<file path="src/rtl/usart_pkg.sv">
// rtl/usart_pkg.sv - shared USART constants and FSM state encoding
//
// Purpose: constants and the receiver FSM state type, kept in one package so
//          the transmitter can reuse them.
// Contents:
//   USART_OVS - oversample ticks per bit (16)
//   MID_TICK  - tick index of the mid-bit sample point (7)
//   DATA_W    - data bits per frame (8)
//   usart_state_e - IDLE, START, DATA, PARITY, STOP
package usart_pkg;

  localparam int         USART_OVS = 16;
  localparam logic [3:0] MID_TICK  = 4'd7;
  localparam int         DATA_W    = 8;

  typedef enum logic [2:0] {
    IDLE,
    START,
    DATA,
    PARITY,
    STOP
  } usart_state_e;

endpackage

</file>
<file path="src/rtl/usart_baud_gen.sv">
// rtl/usart_baud_gen.sv - free-running oversample tick divider
//
// Purpose: emits a one-cycle tick every DIV clock cycles; restart forces the
//          count back to 0 so the first tick lands DIV cycles later.
// Ports:
//   CLK     in  clock, rising edge
//   CLR     in  asynchronous active-low reset
//   restart in  resynchronise the divider to the current cycle
//   tick    out one-cycle pulse every DIV cycles
module usart_baud_gen #(
  parameter int DIV = 4
) (
  input  logic CLK,
  input  logic CLR,
  input  logic restart,
  output logic tick
);

  localparam logic [15:0] LAST = 16'(DIV - 1);

  logic [15:0] cnt_q;

  assign tick = (cnt_q == LAST);

  always_ff @(posedge CLK or negedge CLR) begin
    if (!CLR) begin
      cnt_q <= '0;
    end else if (restart || tick) begin
      cnt_q <= '0;
    end else begin
      cnt_q <= cnt_q + 16'd1;
    end
  end

endmodule

</file>
<file path="src/rtl/usart_rx.sv">
// rtl/usart_rx.sv - oversampling asynchronous serial receiver (8N1, or 8E1)
//
// Purpose: recovers bytes from an asynchronous serial line sampled 16 times
//          per bit, holding the last byte with status flags until read.
// Build option: define USART_RX_PARITY_EN for 8E1 frames (even parity);
//               otherwise 8N1 and parity_err is tied low.
// Ports:
//   CLK        in  sole clock, rising edge
//   CLR        in  asynchronous active-low reset
//   Rx         in  serial line, idles high, asynchronous to CLK
//   rd_en      in  consumer acknowledge; clears rx_ready and error flags
//   Data_Rx    out last received byte (LSB received first)
//   rx_ready   out a byte is held and unread
//   parity_err out held byte failed even parity
//   frame_err  out held byte had its stop bit sampled low
//   overrun    out sticky; a byte completed while rx_ready was set
module usart_rx
  import usart_pkg::*;
#(
  parameter int DIV = 4,
  parameter int OVS = 16
) (
  input  logic              CLK,
  input  logic              CLR,
  input  logic              Rx,
  input  logic              rd_en,
  output logic [DATA_W-1:0] Data_Rx,
  output logic              rx_ready,
  output logic              parity_err,
  output logic              frame_err,
  output logic              overrun
);

  // The oversample ratio is fixed; any other value falls back to the
  // package constant so the tick counter stays 4 bits wide.
  localparam logic [3:0] LAST_TICK =
    4'(((OVS == USART_OVS) ? OVS : USART_OVS) - 1);

  usart_state_e state_q, state_d;
  logic [3:0]   tick_cnt_q, tick_cnt_d;
  logic [2:0]   bit_idx_q, bit_idx_d;
  logic [DATA_W-1:0] shift_q;

  logic rx_meta, rxs, rxs_q;
  logic fall;
  logic tick;
  logic restart;
  logic shift_en;
  logic done;
  logic ack;
`ifdef USART_RX_PARITY_EN
  logic par_en;
  logic par_bit_q;
`endif

  // Two-flop synchronizer plus one delayed copy for falling-edge detection.
  // All flops reset to the idle line level so a reset never looks like an edge
  // while the line is high.
  always_ff @(posedge CLK or negedge CLR) begin
    if (!CLR) begin
      rx_meta <= 1'b1;
      rxs     <= 1'b1;
      rxs_q   <= 1'b1;
    end else begin
      rx_meta <= Rx;
      rxs     <= rx_meta;
      rxs_q   <= rxs;
    end
  end

  assign fall = rxs_q & ~rxs;

  usart_baud_gen #(
    .DIV(DIV)
  ) u_baud (
    .CLK    (CLK),
    .CLR    (CLR),
    .restart(restart),
    .tick   (tick)
  );

  always_ff @(posedge CLK or negedge CLR) begin
    if (!CLR) begin
      state_q    <= IDLE;
      tick_cnt_q <= '0;
      bit_idx_q  <= '0;
    end else begin
      state_q    <= state_d;
      tick_cnt_q <= tick_cnt_d;
      bit_idx_q  <= bit_idx_d;
    end
  end

  always_comb begin
    state_d    = state_q;
    tick_cnt_d = tick_cnt_q;
    bit_idx_d  = bit_idx_q;
    restart    = 1'b0;
    shift_en   = 1'b0;
    done       = 1'b0;
`ifdef USART_RX_PARITY_EN
    par_en     = 1'b0;
`endif
    case (state_q)
      IDLE: begin
        if (fall) begin
          state_d    = START;
          tick_cnt_d = '0;
          restart    = 1'b1;
        end
      end
      START: begin
        // Half a bit after the edge the line must still be low; otherwise
        // the edge was a glitch and is dropped silently.
        if (tick) begin
          if (tick_cnt_q == MID_TICK) begin
            tick_cnt_d = '0;
            bit_idx_d  = '0;
            state_d    = rxs ? IDLE : DATA;
          end else begin
            tick_cnt_d = tick_cnt_q + 4'd1;
          end
        end
      end
      DATA: begin
        if (tick) begin
          if (tick_cnt_q == LAST_TICK) begin
            tick_cnt_d = '0;
            shift_en   = 1'b1;
            if (bit_idx_q == 3'd7) begin
`ifdef USART_RX_PARITY_EN
              state_d = PARITY;
`else
              state_d = STOP;
`endif
            end else begin
              bit_idx_d = bit_idx_q + 3'd1;
            end
          end else begin
            tick_cnt_d = tick_cnt_q + 4'd1;
          end
        end
      end
`ifdef USART_RX_PARITY_EN
      PARITY: begin
        if (tick) begin
          if (tick_cnt_q == LAST_TICK) begin
            tick_cnt_d = '0;
            par_en     = 1'b1;
            state_d    = STOP;
          end else begin
            tick_cnt_d = tick_cnt_q + 4'd1;
          end
        end
      end
`else
      PARITY: begin
        state_d = IDLE;
      end
`endif
      STOP: begin
        // Leave at mid stop bit so a start edge at the end of the stop bit
        // (zero idle time) is still caught from IDLE.
        if (tick) begin
          if (tick_cnt_q == LAST_TICK) begin
            tick_cnt_d = '0;
            done       = 1'b1;
            state_d    = IDLE;
          end else begin
            tick_cnt_d = tick_cnt_q + 4'd1;
          end
        end
      end
      default: begin
        state_d = IDLE;
      end
    endcase
  end

  // LSB arrives first, so bits enter at the top and move down.
  always_ff @(posedge CLK or negedge CLR) begin
    if (!CLR) begin
      shift_q <= '0;
    end else if (shift_en) begin
      shift_q <= {rxs, shift_q[DATA_W-1:1]};
    end
  end

  assign ack = rd_en & rx_ready;

  // A completing byte takes priority over a same-cycle acknowledge: the new
  // byte is delivered and the acknowledge only suppresses the overrun.
  always_ff @(posedge CLK or negedge CLR) begin
    if (!CLR) begin
      Data_Rx   <= '0;
      rx_ready  <= 1'b0;
      frame_err <= 1'b0;
      overrun   <= 1'b0;
    end else if (done) begin
      Data_Rx   <= shift_q;
      rx_ready  <= 1'b1;
      frame_err <= ~rxs;
      overrun   <= rx_ready ? ~rd_en : overrun;
    end else if (ack) begin
      rx_ready  <= 1'b0;
      frame_err <= 1'b0;
      overrun   <= 1'b0;
    end
  end

`ifdef USART_RX_PARITY_EN
  always_ff @(posedge CLK or negedge CLR) begin
    if (!CLR) begin
      par_bit_q  <= 1'b0;
      parity_err <= 1'b0;
    end else begin
      if (par_en) begin
        par_bit_q <= rxs;
      end
      if (done) begin
        parity_err <= ^{shift_q, par_bit_q};
      end else if (ack) begin
        parity_err <= 1'b0;
      end
    end
  end
`else
  assign parity_err = 1'b0;
`endif

endmodule

</file>
<file path="config.mk">
export PLATFORM = sky130hd
export DESIGN_NAME = usart_rx
export DESIGN_NICKNAME = d
export VERILOG_FILES = /design/src/rtl/usart_pkg.sv /design/src/rtl/usart_baud_gen.sv /design/src/rtl/usart_rx.sv
export SDC_FILE = /design/constraint.sdc
export NUM_CORES = 1
export LEC_CHECK = 0
export CORE_MARGIN = 10
export CORE_UTILIZATION = 62
export DETAILED_ROUTE_END_ITERATION = 10
export PLACE_DENSITY = 0.86
export SKIP_CTS_REPAIR_TIMING = 1
export SLEW_MARGIN = 20
export SYNTH_ARGS = -nofsm -noshare
export SYNTH_HDL_FRONTEND = slang
export SYNTH_SLANG_ARGS = --single-unit
</file>
<file path="constraint.sdc">
create_clock -name CLK -period 5.4 [get_ports CLK]
set_input_delay 1.08 -clock CLK [delete_from_list [all_inputs] [get_ports CLK]]
set_output_delay 1.08 -clock CLK [all_outputs]
set_load 0.005 [all_outputs]
</file>
==> out/metrics.yaml, run 1 <==
outcome: "completed"
dieArea_um2: 6420
drc: 0
fin_tns_setup_ns: 0
finalCriticalPeriod_ns: 2.41
grt_usage_pct: 13.9
critPathMaxFanout: 5
synthTopCellsByCount: "45 x dfrtp_1, 20 x nor2_1, 16 x mux2_2"
power-per-cell-area_nw_per_um2: 363
synth_area_leaders: "dfrtp_1 50%, mux2_2 8.0%, xnor2_1 4.3%"
layout.nets: 221
finalSetupViolations: 0
holdPathStages: 0
hp-class: "reg2reg"
wire_per_inst_um: 15.9
io_buffers: 14
total_power_w: 0.000910
p_sw_w: 0.000313
cts_tree: "done"
top_usage_layer: "met2"
power_frac_seq_pct: 49.6
max_freq_mhz: 414
die_h_um: 80.1
place_congestion: 0.875
cts_buffers: 5
rsz0062_at_grt: "false"
design_area_um2: 2510
relSlewSlack_pct: 46.2
cp_cell_sequence: "clkdlybuf4s50_1"
cts.sinks: 48
ys_seq_area_share_pct: 53.7
grtUsageMet2_pct: 23.8
critPathBufInv: 1
cts_root_buf: "clkbuf_4"
first_global_vias: 1543
area_delta_synth_final_pct: 11.9
netSwitchingFraction_pct: 34.4
syn_avg_cell_area_um2: 11.4
vias: 1538
startpoint_type: "register"
synth-main-ff-cell: "dfrtp_1"
crit_required_ns: 4.32
worst_slew_pin_slew_ns: 0.803
critPathMaxStageDelay_ns: 0.53
syn_nets: 205
antenna_left: 0
reg2reg_slack_ns: 3.01
cts_htree_levels: 2
synth_largest_area_cell: "dfrtp_1"
drt_iter0_drc: 196
syn_area_um2: 2240
coreArea_um2: 3420
final_core_util_pct: 73.5
leakage_nw: 1.15
arrival_ns: 1.33
grt_overflow: 0
via_per_inst: 5.92
min_from: "rx_meta"
holdPathEnd: "rxs"
hpwl_um: 2960
use_met3_pct: 3.90
grt_pass1_wl_um: 7230
critPathTopFamily: "buffers and inverters"
io_pins: 16
r2r_start: "u_baud.cnt_q[0]"
cts_max_path_buffers: 2
synth_cell_types: 42
p_int_w: 0.000597
r2r_end: "Data_Rx[6]"
pwr-share-clk_pct: 23.7
slew_viol_final: 0
start_util_pct: 65.6
placed_area_um2: 2400
cts.reportedPaths.clkPinSlew_ns: 0.15
floorplan.rows: 21
r2r_cells: 5
diodes: 0
finalCritPeriodShare_pct: 44.7
yosysWarnings: 0
cap_violations: 0
syn-instance-count: 197
max-vdd-ir-drop_uv: 227
p_comb_share_pct: 26.8
wirelength_um: 4130
hold_viol: 0
critical_path.slowest_cell: "clkdlybuf4s50_1"
synth_seq_cells: 48
grt_max_degree: 49
yosysMostFrequentCell: "dfrtp_1"
synthArstFlopShare_pct: 100
drive_gt1_share_pct: 18.2
die_w_um: 80.1
critPathKind: "reg2out"
end_kind: "output port"
synthDominantCellAreaShare_pct: 50.2
drt-pass1-iter-count: 4
synth_edf_count: 0
antenna_found_initial: 0
fin_skew_ns: 0.0172
grtUsageMet1_pct: 16.5
clk_latency_ns: 0.37
-- layout by cell type, fill, tap and decap left out, types with 2 or more instances in the layout --
cell,netlist,routed
clkdlybuf4s50_1,0,13
a21o_1,3,3
nand2_1,12,12
xor2_1,3,3
inv_1,7,7
ha_1,4,4
or3b_2,2,2
xnor2_1,11,11
a211o_1,2,2
nor3_1,7,7
nand4_1,2,2
nor4_1,3,3
dfstp_2,3,3
and3_1,4,4
nand3_1,9,9
a21oi_1,5,5
nand2b_1,2,2
nor2_1,20,20
dfrtp_1,45,45
o21ai_0,11,11
or3_1,2,2
mux2_2,16,16
clkbuf_4,0,5
clkinv_4,0,2
-- state kept, by name, summed over array words and instances (netlist names), 3 cells and up --
register      flops
u_baud.cnt_q     16
Data_Rx           8
shift_q           8
tick_cnt_q        4
bit_idx_q         3
state_q           3
-- through the flow --
stage / hold WS (ns) / setup slack [ns] / std cells
global route: 0.363 / 2.84 / 260
floorplan: 0.345 / 3.43 / 197
CTS: 0.360 / 2.98 / 259
global placement: 0.350 / 3.12 / 251
finish: 0.362 / 2.99 / 260
detailed placement: 0.355 / 3.00 / 251
-- power by group through the flow --
stage	Combinational [W]	Sequential [W]	Clock, W
5_1_grt	0.000274	0.000459	0.000234
3_3_place_gp	0.000226	0.000451	0
3_5_place_dp	0.000239	0.000456	0
4_1_cts	0.000242	0.000450	0.000218
6_report	0.000244	0.000451	0.000215
2_1_floorplan	0.000211	0.000431	0
-- area by class of cell --
type / count / area, µm²
Clock buffer: 5 / 37.5
Clock inverter: 3 / 47.5
Fill cell: 238 / 906
Inverter: 7 / 26.3
Multi-Input combinational cell: 136 / 981
Sequential cell: 48 / 1200
Tap cell: 46 / 57.6
Timing Repair Buffer: 15 / 155
-- metal layers --
| layer | part of all wire [%] | vias up |
|---|---|---|
| met5 | 0 | - |
| met2 | 51 | 46 |
| li1 | - | 723 |
| met1 | 41 | 759 |
| met4 | 1.5 | 0 |
| met3 | 5.8 | 10 |
-- worst max path at each step --
stage                     cells after the start  slack [ns]       startpoint    endpoint
after floorplan                               6        3.43  u_baud.cnt_q[0]  Data_Rx[0]
after global placement                        5        3.12  u_baud.cnt_q[0]  Data_Rx[2]
after detailed placement                      5        3.00  u_baud.cnt_q[0]  Data_Rx[6]
after CTS                                     1        2.98         rx_ready    rx_ready
after global routing                          5        2.84  u_baud.cnt_q[0]  Data_Rx[6]
final                                         1        2.99         rx_ready    rx_ready
-- kinds of logic after synthesis --
kind of cell	share of synthesized area [%]
and+or+nand+nor	19.6
DFF	53.7
AOI/OAI and AO/OA	7.59
muxes	8.71
xor gates and xnor gates	5.47
buffers and inverters	2.51
adders and majority gates	2.23
other	0.167
No activity file was read; power rests on OpenSTA's default activity.
==> inputs of run 2 (changes only) <==
Settings changed: CORE_UTILIZATION 62 to 57, PLACE_DENSITY 0.86 to 0.8.
Clock period 5.4 ns to 2.5 ns, I/O delays scaled along.
==> out/metrics.yaml, run 2 (synthesis results as in run 1) <==
outcome: "completed"
critical_path.slowest_cell: "or4b_4"
antenna_left: 0
dieArea_um2: 6840
grt_pass1_wl_um: 7360
dp_slack_ns: 0.430
floorplan.rows: 22
regMostFlops: "u_baud.cnt_q"
finalSetupViolations: 0
total_power_w: 0.00209
slew_viol_final: 0
layout.nets: 223
placed_area_um2: 2430
clk_latency_ns: 0.30
vias: 1530
wire_per_inst_um: 15.8
grt_usage_pct: 13.7
final_common_cell: "dfrtp_1"
fin_tns_setup_ns: 0
wirelength_um: 4180
crit_required_ns: 2.69
hp-class: "in2async"
die_w_um: 82.7
grt_overflow: 0
netSwitchingFraction_pct: 32.8
end_kind: "register"
reg2reg_slack_ns: 0.41
cap_violations: 0
p_sw_w: 0.000687
cts_buffers: 5
die_h_um: 82.7
power-per-cell-area_nw_per_um2: 820
via_per_inst: 5.80
cts_max_path_buffers: 2
place_congestion: 0.877
diodes: 0
final_cell_mix: "45 x dfrtp_1, 20 x nor2_1, 16 x mux2_2, 13 x clkdlybuf4s50_1, 12 x nand2_1"
pwr-share-clk_pct: 28.1
critPathBufInv: 0
largest_reg_flops: 16
critPathMaxFanout: 9
cp_cell_sequence: "ha_1 > nor4b_4 > nand4_4 > or4b_4 > mux2_4"
fin_skew_ns: 0.00529
max-vdd-ir-drop_uv: 519
cts.reportedPaths.clkPinSlew_ns: 0.09
drc: 0
rsz0062_at_grt: "false"
hold_viol: 0
fin_ws_ns: 0.413
arrival_ns: 2.28
finalCritPeriodShare_pct: 83.5
drive_gt1_share_pct: 19.0
worst_slew_pin_slew_ns: 0.566
io_buffers: 14
final_core_util_pct: 68.1
cts_htree_levels: 2
cts_root_buf: "clkbuf_8"
coreArea_um2: 3740
critPathKind: "reg2reg"
startpoint_type: "register"
hpwl_um: 3050
area_delta_synth_final_pct: 13.8
io_pins: 16
cts_tree: "done"
antenna_found_initial: 0
top_regs: "u_baud.cnt_q x16, Data_Rx x8, shift_q x8"
drt_iter0_drc: 116
leakage_nw: 1.17
finalCriticalPeriod_ns: 2.09
design_area_um2: 2550
power_frac_seq_pct: 46.6
first_global_vias: 1596
critPathMaxStageDelay_ns: 0.59
relSlewSlack_pct: 62.0
drt-pass1-iter-count: 4
p_int_w: 0.00140
start_util_pct: 59.9
max_freq_mhz: 479
critPathTopFamily: "simple AND/OR/NAND/NOR gates"
grt_max_degree: 18
p_comb_share_pct: 25.3
cts.sinks: 48
## run 2: cell types whose count changed in the layout (fill, tap and decap cells not counted), sizes merged
cell    change
buf         +2
clkbuf      +1
clkinv      -1
## run 2: per-stage QoR
stage,instances,hold WS (ns)
floorplan,197,0.204
global placement,256,0.347
detailed placement,256,0.349
CTS,264,0.111
global route,264,0.108
finish,264,0.104
## run 2: power by group through the flow
stage | sequential [W] | clock [W] | combinational (W)
after global placement | 0.000977 | 0 | 0.000492
after CTS | 0.000972 | 0.000599 | 0.000528
after detailed placement | 0.000987 | 0 | 0.000526
final | 0.000974 | 0.000588 | 0.000529
after floorplan | 0.000932 | 0 | 0.000455
after global routing | 0.000989 | 0.000639 | 0.000594
## run 2: path summary, 6_finish.rpt
kind	start	endpoint	depth (start not counted)
worst min register to register	rx_meta	rxs	0
worst max-delay path	u_baud.cnt_q[0]	bit_idx_q[0]	5
worst max register to register	u_baud.cnt_q[0]	bit_idx_q[0]	5
max in group asynchronous	CLR	rxs_q	2
worst min-delay path	CLR	tick_cnt_q[2]	1
min in group CLK	rx_meta	rxs	0
## run 2: cell type report
type                       count  area, µm²
sequential                    48       1200
fill                         283       1190
multi-input combinational    136        981
timing repair buffer          17        158
clock buffer                   6       82.6
tap                           48       60.1
clock inverter                 2       38.8
inverter                       7       26.3
## run 2: worst register-to-register path: stages, from the launching register on
cell,delay [ns]
dfrtp_1,0.40
ha_1,0.25
nor4b_4,0.26
nand4_4,0.21
or4b_4,0.59
mux2_4,0.27
## run 2: routing by layer
metal  global-route usage (%)  routed length (µm)
met4                     4.52                  34
met3                     5.08                 300
met5                        0                   0
met2                     21.8                2040
met1                     16.8                1810
==> inputs of run 3 (changes only) <==
Settings changed: CORE_UTILIZATION 57 to 52, PLACE_DENSITY 0.8 to 0.77.
Clock period 2.5 ns to 1.8 ns, I/O delays scaled along.
==> out/metrics.yaml, run 3 (synthesis results as in run 1) <==
final_cell_mix: "45 x dfrtp_1, 35 x buf_4, 20 x nor2_1, 16 x mux2_2, 13 x clkdlybuf4s50_1"
r2r_cells: 5
via_per_inst: 5.35
grt_max_degree: 49
dieArea_um2: 7340
cts_max_path_buffers: 2
first_global_vias: 1650
antenna_left: 0
fin_ws_ns: -0.149
fin_skew_ns: 0.0101
floorplan.rows: 23
cap_violations: 0
slew_viol_final: 0
coreArea_um2: 4090
drc: 0
die_h_um: 85.7
critPathTopFamily: "simple AND/OR/NAND/NOR gates"
io_pins: 16
grt_pass1_wl_um: 7330
grt_usage_pct: 12.1
layout.nets: 258
crit_required_ns: 1.98
finalCritPeriodShare_pct: 108
wirelength_um: 4250
rsz0062_at_grt: "true"
cts_tree: "done"
cts.sinks: 48
startpoint_type: "register"
antenna_found_initial: 0
cts_root_buf: "clkbuf_8"
grt_overflow: 0
cts.reportedPaths.clkPinSlew_ns: 0.10
top_regs: "u_baud.cnt_q x16, Data_Rx x8, shift_q x8"
dp_cells: 291
drive_gt1_share_pct: 32.3
drt-pass1-iter-count: 4
reg2reg_slack_ns: -0.15
critical_path.slowest_cell: "or4b_4"
clk_latency_ns: 0.30
finalCriticalPeriod_ns: 1.95
finalSetupViolations: 22
final_core_util_pct: 70.6
hpwl_um: 2920
r2r_start: "u_baud.cnt_q[0]"
leakage_nw: 1.37
wire_per_inst_um: 14.1
critPathMaxFanout: 6
end_kind: "register"
largest_reg_flops: 16
finalNonFillerCells: 301
max-vdd-ir-drop_uv: 872
violations: "negative setup slack"
critPathBufInv: 0
start_util_pct: 54.9
die_w_um: 85.7
final_common_cell: "dfrtp_1"
critPathKind: "reg2reg"
cts_buffers: 5
hold_viol: 0
hp-class: "in2async"
area_delta_synth_final_pct: 28.7
drt_iter0_drc: 107
vias: 1611
cp_cell_sequence: "ha_2 > nor4b_4 > nand4_4 > or4b_4 > mux2_4"
power-per-cell-area_nw_per_um2: 1180
io_buffers: 14
hold_slack_ns: 0.0170
critPathMaxStageDelay_ns: 0.57
outcome: "finished, violations left"
regMostFlops: "u_baud.cnt_q"
dp_slack_ns: -0.119
arrival_ns: 2.13
cts_htree_levels: 2
diodes: 0
r2r_end: "bit_idx_q[0]"
place_congestion: 0.826
max_freq_mhz: 513
## run 3: per-layer routing
metal	vias to the layer above	GRT usage [%]	share of wire (%)
met2	26	19.3	47
met3	4	4.73	4.6
li1	797	-	-
met4	0	3.59	0.85
met1	784	14.7	47
met5	-	0	0
## run 3: where the power goes
part	switching (W)	internal (W)
Sequential	0.0000846	0.00119
Clock	0.000370	0.000559
Combinational	0.000594	0.000611
Total	0.00105	0.00236
## run 3: layout make-up
type / instances / area (µm²)
clock buffers: 5 / 68.8
well taps: 50 / 62.6
inverters: 7 / 26.3
clock inverters: 3 / 68.8
flip-flops and latches: 48 / 1200
repair buffers: 52 / 449
multi-input cells: 136 / 1000
fillers: 267 / 1200
## run 3: worst max path at each step
stage                      from            to  cells after the start
2_1_floorplan   u_baud.cnt_q[0]  bit_idx_q[0]                      5
3_3_place_gp    u_baud.cnt_q[0]  bit_idx_q[0]                      5
3_5_place_dp   u_baud.cnt_q[13]  bit_idx_q[0]                      5
4_1_cts         u_baud.cnt_q[0]  bit_idx_q[0]                      5
5_1_grt         u_baud.cnt_q[0]    shift_q[0]                      7
6_report        u_baud.cnt_q[0]  bit_idx_q[0]                      5
## run 3: metrics by stage
stage | total power (W) | setup TNS [ns] | area, µm²
5_1_grt | 0.00361 | -5.10 | 2890
4_1_cts | 0.00336 | -2.44 | 2850
3_5_place_dp | 0.00241 | -1.50 | 2710
3_3_place_gp | 0.00239 | -0.991 | 2710
6_report | 0.00341 | -1.80 | 2890
2_1_floorplan | 0.00193 | -0.910 | 2250
